## config.mk

```make
export PLATFORM = sky130hd
export DESIGN_NAME = bitlet_aligner
export DESIGN_NICKNAME = d
export VERILOG_FILES = /design/src/rtl/bitlet_aligner_pkg.sv /design/src/rtl/bitlet_aligner_maxtree.sv /design/src/rtl/bitlet_aligner.sv
export SDC_FILE = /design/constraint.sdc
export NUM_CORES = 2
export LEC_CHECK = 0
export BUFFER_PORTS_ARGS = -buffer_cell sky130_fd_sc_hd__buf_2
export CAP_MARGIN = 20
export CORE_ASPECT_RATIO = 2
export CORE_MARGIN = 3
export CORE_UTILIZATION = 25
export CTS_CLUSTER_SIZE = 25
export DETAILED_ROUTE_END_ITERATION = 7
export SYNTH_ARGS = -nofsm -noshare
export SYNTH_HDL_FRONTEND = slang
export SYNTH_SLANG_ARGS = --single-unit
```

## constraint.sdc

```tcl
create_clock -name clk -period 3.1 [get_ports clk]
set_input_delay 0.31 -clock clk [delete_from_list [all_inputs] [get_ports clk]]
set_output_delay 0.31 -clock clk [all_outputs]
set_load 0.05 [all_outputs]
```

## src/rtl/bitlet_aligner_pkg.sv

```systemverilog
// Shared widths for the Bitlet exponent-alignment stage.
// Exponent-sum and fixed-point mantissa widths match the reassembler array outputs.
package bitlet_aligner_pkg;

  localparam int WID_EXS = 8;
  localparam int WID_FIX = 12;

  function automatic int widAln(input int wExt);
    return WID_FIX + wExt;
  endfunction

endpackage

```

## src/rtl/bitlet_aligner_maxtree.sv

```systemverilog
// Bitlet_MaxTree: combinational balanced max tree over N_input unsigned exponent sums.
// Lanes are padded to a power of two with zeros, which never win against a real lane.
module Bitlet_MaxTree #(
  parameter int N_input = 16,
  parameter int Wid_exs = 8
) (
  input  logic [N_input*Wid_exs-1:0] esum_i,
  output logic [Wid_exs-1:0]         max_o
);

  localparam int LEVELS = (N_input > 1) ? $clog2(N_input) : 0;
  localparam int P      = 1 << LEVELS;

  logic [Wid_exs-1:0] nodes [P];

  // Each pass halves the active width in place; lower indices are written before higher ones are read.
  always_comb begin
    for (int i = 0; i < P; i++) begin
      nodes[i] = (i < N_input) ? esum_i[i*Wid_exs +: Wid_exs] : '0;
    end
    for (int w = P / 2; w >= 1; w = w / 2) begin
      for (int i = 0; i < w; i++) begin
        nodes[i] = (nodes[2*i] >= nodes[2*i+1]) ? nodes[2*i] : nodes[2*i+1];
      end
    end
    max_o = nodes[0];
  end

endmodule

```

## src/rtl/bitlet_aligner.sv

```systemverilog
// bitlet_aligner: two-stage exponent alignment (S1: max + shift amounts, S2: per-lane arithmetic shift).
// Optional BITLET_ALIGN_STICKY_EN folds shifted-out bits into each lane's LSB.
module bitlet_aligner
  import bitlet_aligner_pkg::*;
#(
  parameter int N_input = 16,
  parameter int W_ext   = 8
) (
  input  logic                                  clk,
  input  logic                                  rst_n,
  input  logic                                  in_valid,
  output logic                                  in_ready,
  input  logic [N_input*WID_EXS-1:0]            Esum_vec,
  input  logic [N_input*WID_FIX-1:0]            Afix_vec,
  output logic                                  out_valid,
  input  logic                                  out_ready,
  output logic [WID_EXS-1:0]                    Emax,
  output logic [N_input*widAln(W_ext)-1:0]      Aaln_vec
);

  localparam int WID_ALN = widAln(W_ext);
  localparam int SHW     = $clog2(WID_ALN);

  logic                         v1_q, v2_q;
  logic                         adv1, adv2;
  logic [WID_EXS-1:0]           emaxTree;
  logic [WID_EXS-1:0]           emax1_q, emax2_q;
  logic [N_input*WID_FIX-1:0]   afix1_q;
  logic [N_input*WID_EXS-1:0]   sh_d, sh1_q;
  logic [N_input*WID_ALN-1:0]   aaln_d, aaln2_q;

  assign adv2      = !v2_q || out_ready;
  assign adv1      = !v1_q || adv2;
  assign in_ready  = adv1;
  assign out_valid = v2_q;
  assign Emax      = emax2_q;
  assign Aaln_vec  = aaln2_q;

  Bitlet_MaxTree #(
    .N_input (N_input),
    .Wid_exs (WID_EXS)
  ) uMaxTree (
    .esum_i (Esum_vec),
    .max_o  (emaxTree)
  );

  for (genvar i = 0; i < N_input; i++) begin : gShift
    assign sh_d[i*WID_EXS +: WID_EXS] = emaxTree - Esum_vec[i*WID_EXS +: WID_EXS];
  end

  for (genvar i = 0; i < N_input; i++) begin : gLane
    logic signed [WID_ALN-1:0] ext;
    logic signed [WID_ALN-1:0] shifted;
    logic [WID_EXS-1:0]        sh;
    logic [SHW-1:0]            shAmt;

    assign sh  = sh1_q[i*WID_EXS +: WID_EXS];
    assign ext = {afix1_q[i*WID_FIX +: WID_FIX], {W_ext{1'b0}}};
    // Clamping to WID_ALN-1 yields all sign bits, so oversize shifts cannot wrap.
    assign shAmt   = (32'(sh) >= 32'(WID_ALN)) ? SHW'(WID_ALN - 1) : SHW'(sh);
    assign shifted = ext >>> shAmt;

`ifdef BITLET_ALIGN_STICKY_EN
    logic sticky;
    assign sticky = |(ext & ~({WID_ALN{1'b1}} << shAmt));
    assign aaln_d[i*WID_ALN +: WID_ALN] = {shifted[WID_ALN-1:1], shifted[0] | sticky};
`else
    assign aaln_d[i*WID_ALN +: WID_ALN] = shifted;
`endif
  end

  // Each stage loads only when it may advance, so a stalled output holds its data and valid.
  always_ff @(posedge clk or negedge rst_n) begin
    if (!rst_n) begin
      v1_q    <= 1'b0;
      v2_q    <= 1'b0;
      emax1_q <= '0;
      emax2_q <= '0;
      afix1_q <= '0;
      sh1_q   <= '0;
      aaln2_q <= '0;
    end else begin
      if (adv1) begin
        v1_q <= in_valid;
        if (in_valid) begin
          emax1_q <= emaxTree;
          afix1_q <= Afix_vec;
          sh1_q   <= sh_d;
        end
      end
      if (adv2) begin
        v2_q <= v1_q;
        if (v1_q) begin
          emax2_q <= emax1_q;
          aaln2_q <= aaln_d;
        end
      end
    end
  end

endmodule

```

# == After elaboration in Yosys (flattened, before gate mapping) ==
# Cells that the tools add are included.
# totals
in_bits,324
wordCells,107
out_inout_bits,330
ff_bits,658
# classes
n_lt_le_gt_ge,31
addsub,16
n_reduce_logical,6
mux,31
shift,16
# ops
cell,n
>>> shifter 20 x 5 -> 20 bit,16
greater-or-equal comparator 8 x 5 -> 1 bit (second input constant),16
subtractor 8 bit,16
greater-or-equal comparator 8 bit,15
two-way mux 8 bit,15
two-way mux 5 bit,16
AND reduction 2 bit,2
logical NOT 1 bit,2
logical OR 1 bit,2

# == Logic depth before layout (Yosys ltp) ==
# logic_depth
depth_word,9
mapped_depth,48
depth_no_buf,46

# == Cells and area by module ==
# A second synthesis with hierarchy kept.
# unflattened
hier_cells,5142
hier_area_um2,45289.7
# by_module_without_submodules
module,seq_area_each_um2,instances,cells_per_inst,area_each_um2
bitlet_aligner,16465.8,1,4601,41133.2
Bitlet_MaxTree,0.0,1,541,4156.5

# == Worst setup path before layout ==
# Ideal clock, no wire load.
# synth_path
path_type,in2reg
start,input Esum_vec[77]
end,register sh1_q[127]
required_time_ns,3.013
n_path_buf,2
cell_stages,43
setup_time_ns,0.087
arrival_time_ns,8.585
path_slack_ns,-5.571
cell_sequence,inv_1 -> ha_1 -> a2111o_1 -> a31oi_1 -> o21ai_1 -> and2_1 -> clkbuf_1 -> o21ai_0 -> ha_1 -> a2111oi_0 -> nand2_1 -> o21ai_0 -> or2_2 -> clkbuf_1 -> nand2_1 -> o21a_1 -> ha_1 -> and3_1 -> (+7 left out) -> a21oi_1 -> nor2b_1 -> o21ai_0 -> a21oi_1 -> o211ai_1 -> nand2_1 -> mux2i_1 -> ha_1 -> nor2b_1 -> o21ai_0 -> a21boi_0 -> o21ai_0 -> nand2b_1 -> a21o_1 -> a21oi_1 -> xnor2_1 -> nand4_1 -> o211ai_1
# synth_via
elab_chain_len,9
# synth_lines
element,line_no,rtl
start: declaration,bitlet_aligner.sv:13,"input logic [N_input*WID_EXS-1:0] Esum_vec,"
greater-or-equal comparator 8 bit,bitlet_aligner_maxtree.sv:23,nodes[i] = (nodes[2*i] >= nodes[2*i+1]) ? nodes[2*i] : nodes[2*i+1];
two-way mux 8 bit (*),bitlet_aligner_maxtree.sv:23,
greater-or-equal comparator 8 bit,bitlet_aligner_maxtree.sv:23,
two-way mux 8 bit (*),bitlet_aligner_maxtree.sv:23,
greater-or-equal comparator 8 bit,bitlet_aligner_maxtree.sv:23,
two-way mux 8 bit (*),bitlet_aligner_maxtree.sv:23,
greater-or-equal comparator 8 bit,bitlet_aligner_maxtree.sv:23,
two-way mux 8 bit (*),bitlet_aligner_maxtree.sv:23,
subtractor 8 bit (*),bitlet_aligner.sv:48,assign sh_d[i*WID_EXS +: WID_EXS] = emaxTree - Esum_vec[i*WID_EXS +: WID_EXS];
end signal: assignment,bitlet_aligner.sv:80,sh1_q <= '0;
end signal: assignment,bitlet_aligner.sv:88,sh1_q <= sh_d;
end: declaration,bitlet_aligner.sv:29,"logic [N_input*WID_EXS-1:0] sh_d, sh1_q;"
# Every way passes the cells marked *; elsewhere a longest branch is shown, timed or not.
# A chain may end at the register's enable or synchronous reset.

# == Worst setup path after layout ==
# layout_path
start,input Esum_vec[126]
end,register sh1_q[31]
# The elaborated chain is that of the path after synthesis.

==> out/qor.yml <==
path_clk_slew_ns: 0.07
yosys_warnings: 0
wl_per_cell_um: 21.0
ios: 654
clockRootBuffer: "clkbuf_16"
drive_gt1_share_pct: 30.9
wl_um: 184000
place_congestion: 0.939
drc: 0
start_kind: "input port"
ir_worst_vdd_v: 0.00104
antenna_found_initial: 61
start_util_pct: 25.2
cts.sinks: 658
syn-num-nets: 5514
grt_pass1_wl_um: 272000
place_area_um2: 54200
synth_cells: 4945
min_period_over_period_pct: 246
fin_nets: 6983
cp_max_fo: 8
p_leak_nw: 29.9
hold_viol: 0
num_vias: 42500
synthesis.area_um2: 42600
cp_slowest_cell: "mux2_4"
first_global_vias: 44900
die_area_um2: 176000
rows: 213
hp-class: "input port to register"
grt_use_total_pct: 20.2
finClkSkew_ns: 0.0428
grt_max_degree: 105
ys.flop_type: "dfrtp_1"
via_per_inst: 4.86
synth_cell_types: 73
cts.path.max_buffers: 3
maxCapViolations: 0
antenna_left: 0
cts_tree: "built"
crit_arrival_ns: 8.20
seq_area_frac_synth_pct: 38.7
drtIter0Drc: 2130
drt-pass1-iter-count: 6
numPortBuffers: 653
p_per_area_nw_per_um2: 1440
final_area_um2: 61700
die_y_um: 590
rsz0062_at_grt: "true"
worst_pin_slew_ns: 0.747
die_x_um: 298
final_cells: 8754
status: "complete, but fails checks"
critPathMaxStageDelay_ns: 0.35
violations: "setup timing"
setup_slack_ns: -4.52
core_area_um2: 169000
period_needed_ns: 7.62
grt_overflow: 0
synth-edff-count: 0
maxClockFrequency_mhz: 131
htree_levels: 3
synth_area_per_cell_um2: 8.61
setup_viol: 136
dp_hpwl_um: 143000
areaGrowthSynthToFinish_pct: 44.9
slew_violations: 0
ys_ff_latch: 658
required_ns: 3.68
crit_type: "input port to register"
final.fill_count: 17100
dp.cells: 8309
clk_latency_ns: 0.68
max_slew_margin_pct: 50.2
async_flop_share_pct: 100
critical_path.endpoint_type: "register"
numCtsBuffers: 71
-- Yosys cell counts, types with 28 or more instances --
master / number / area share [%]
a211oi_1: 101 / 1.8
ha_1: 229 / 6.7
a21o_1: 122 / 2.2
nor2b_1: 39 / 0.57
dfrtp_1: 658 / 39
nand3_1: 38 / 0.45
nand2b_1: 89 / 1.3
xor2_1: 32 / 0.66
mux2i_1: 504 / 12
nor3_1: 54 / 0.63
o22a_1: 31 / 0.64
o21ai_0: 429 / 5.0
nor2_1: 255 / 2.2
nor4_1: 28 / 0.41
xnor2_1: 48 / 0.99
a21boi_0: 32 / 0.56
a31oi_1: 53 / 0.78
clkbuf_1: 247 / 2.2
a21oi_1: 284 / 3.3
nand2_1: 1123 / 9.9
inv_1: 193 / 1.7
-- cells in the final DEF (no fill, tap or decap), drive strengths merged, types with 31 or more instances in the layout --
cell	n
buf	1473
nand2	1125
dfrtp	658
mux2i	504
o21ai	435
a21oi	286
nor2	255
ha	229
inv	201
dlygate4sd3	197
a21o	122
a211oi	101
clkbuf	92
nand2b	90
nor3	54
a31oi	53
xnor2	48
nor2b	39
nand3	38
a21boi	33
xor2	32
o22a	31
-- path summary, 6_finish.rpt --
path / startpoint / to / slack [ns] / depth (start not counted)
worst min-delay path: Esum_vec[47] / sh1_q[47] / 0.08 / 4
worst max-delay path: Esum_vec[126] / sh1_q[31] / -4.52 / 48
worst min register to register: Aaln_vec[249] / Aaln_vec[249] / 0.47 / 2
worst max register to register: sh1_q[15] / Aaln_vec[21] / 0.21 / 11
min in group asynchronous: rst_n / Aaln_vec[291] / 0.24 / 2
max in group asynchronous: rst_n / Aaln_vec[126] / 1.87 / 3
-- per-layer routing --
| layer | GRT usage, % | vias to the layer above | routed length, um | part of all wire (%) |
|---|---|---|---|---|
| li1 | - | 20300 | - | - |
| met1 | 20.9 | 20500 | 66500 | 36 |
| met2 | 37.8 | 1285 | 95300 | 52 |
| met3 | 4.48 | 445 | 11200 | 6.1 |
| met4 | 10.5 | 48 | 10600 | 5.8 |
| met5 | 0 | - | 319 | 0.17 |
-- flip-flops by register name, indices dropped and copies added, names as in the netlist --
signal	cells
sh1_q	128
Aaln_vec	320
Emax	8
out_valid	1
emax1_q	8
v1_q	1
afix1_q	192
-- worst max-delay path: cells and delay by family --
family                     cells  cell delay [ns]
AOI/OAI and AO/OA             15             2.38
and+or+nand+nor               14             1.71
buffers and inverters          9             1.27
adders and majority gates      5             1.22
muxes                          4             1.14
xor gates and xnor gates       1             0.14
-- timing repair --
action	in CTS	in global routing
buffers inserted	105	38
hold buffers	197	0
cloned	1	2
hold endpoints to repair	243	0
resized for setup	375	154
pin swaps	178	114
setup endpoints to repair	136	138
-- power breakdown --
part	switching [W]	total (W)	leakage (nW)	internal, W
logic	0.0362	0.0655	20.6	0.0293
clock network	0.00399	0.00945	1.22	0.00546
registers	0.00228	0.0140	8.07	0.0117
total	0.0425	0.0889	29.9	0.0464
-- logic make-up (layout without fill, tap and decap cells) --
kind of cell	count (synthesis)	after routing	synth area share (%)
AO/OA/AOI/OAI	1262	1262	18.4
adder cells (fa/ha/maj)	245	245	7.48
XOR/XNOR	80	80	1.65
AND/OR/NAND/NOR	1693	1694	16.5
buffers and inverters	470	1993	4.24
flip-flops	658	658	38.7
other	0	28	0
multiplexers	537	537	13.0
-- layout make-up --
class	instances	area, um2	share of cell area (%)
diodes	28	70.1	0.114
clock buffers	91	2010	3.25
clock inverters	37	503	0.815
well taps	2257	2820	4.58
inverters	194	758	1.23
multi-input cells	3818	26700	43.3
flip-flops and latches	658	16500	26.7
repair buffers	1671	12400	20.1
-- through the flow --
| step | hold WS [ns] | setup slack, ns | utilization, % | setup TNS [ns] | total power [W] |
|---|---|---|---|---|---|
| 3_3_place_gp | 0.354 | -5.60 | 32.1 | -692.03 | 0.0690 |
| 6_report | 0.0838 | -4.52 | 36.6 | -538.69 | 0.0889 |
| 4_1_cts | 0.00418 | -4.27 | 36.0 | -511.19 | 0.0872 |
| 2_1_floorplan | 0.0144 | -4.66 | - | -560.39 | 0.0452 |
| 3_5_place_dp | 0.370 | -5.66 | 32.1 | -695.79 | 0.0698 |
| 5_1_grt | 0.0569 | -4.86 | 36.5 | -584.23 | 0.0946 |
No activity file was read; power rests on OpenSTA's default activity.
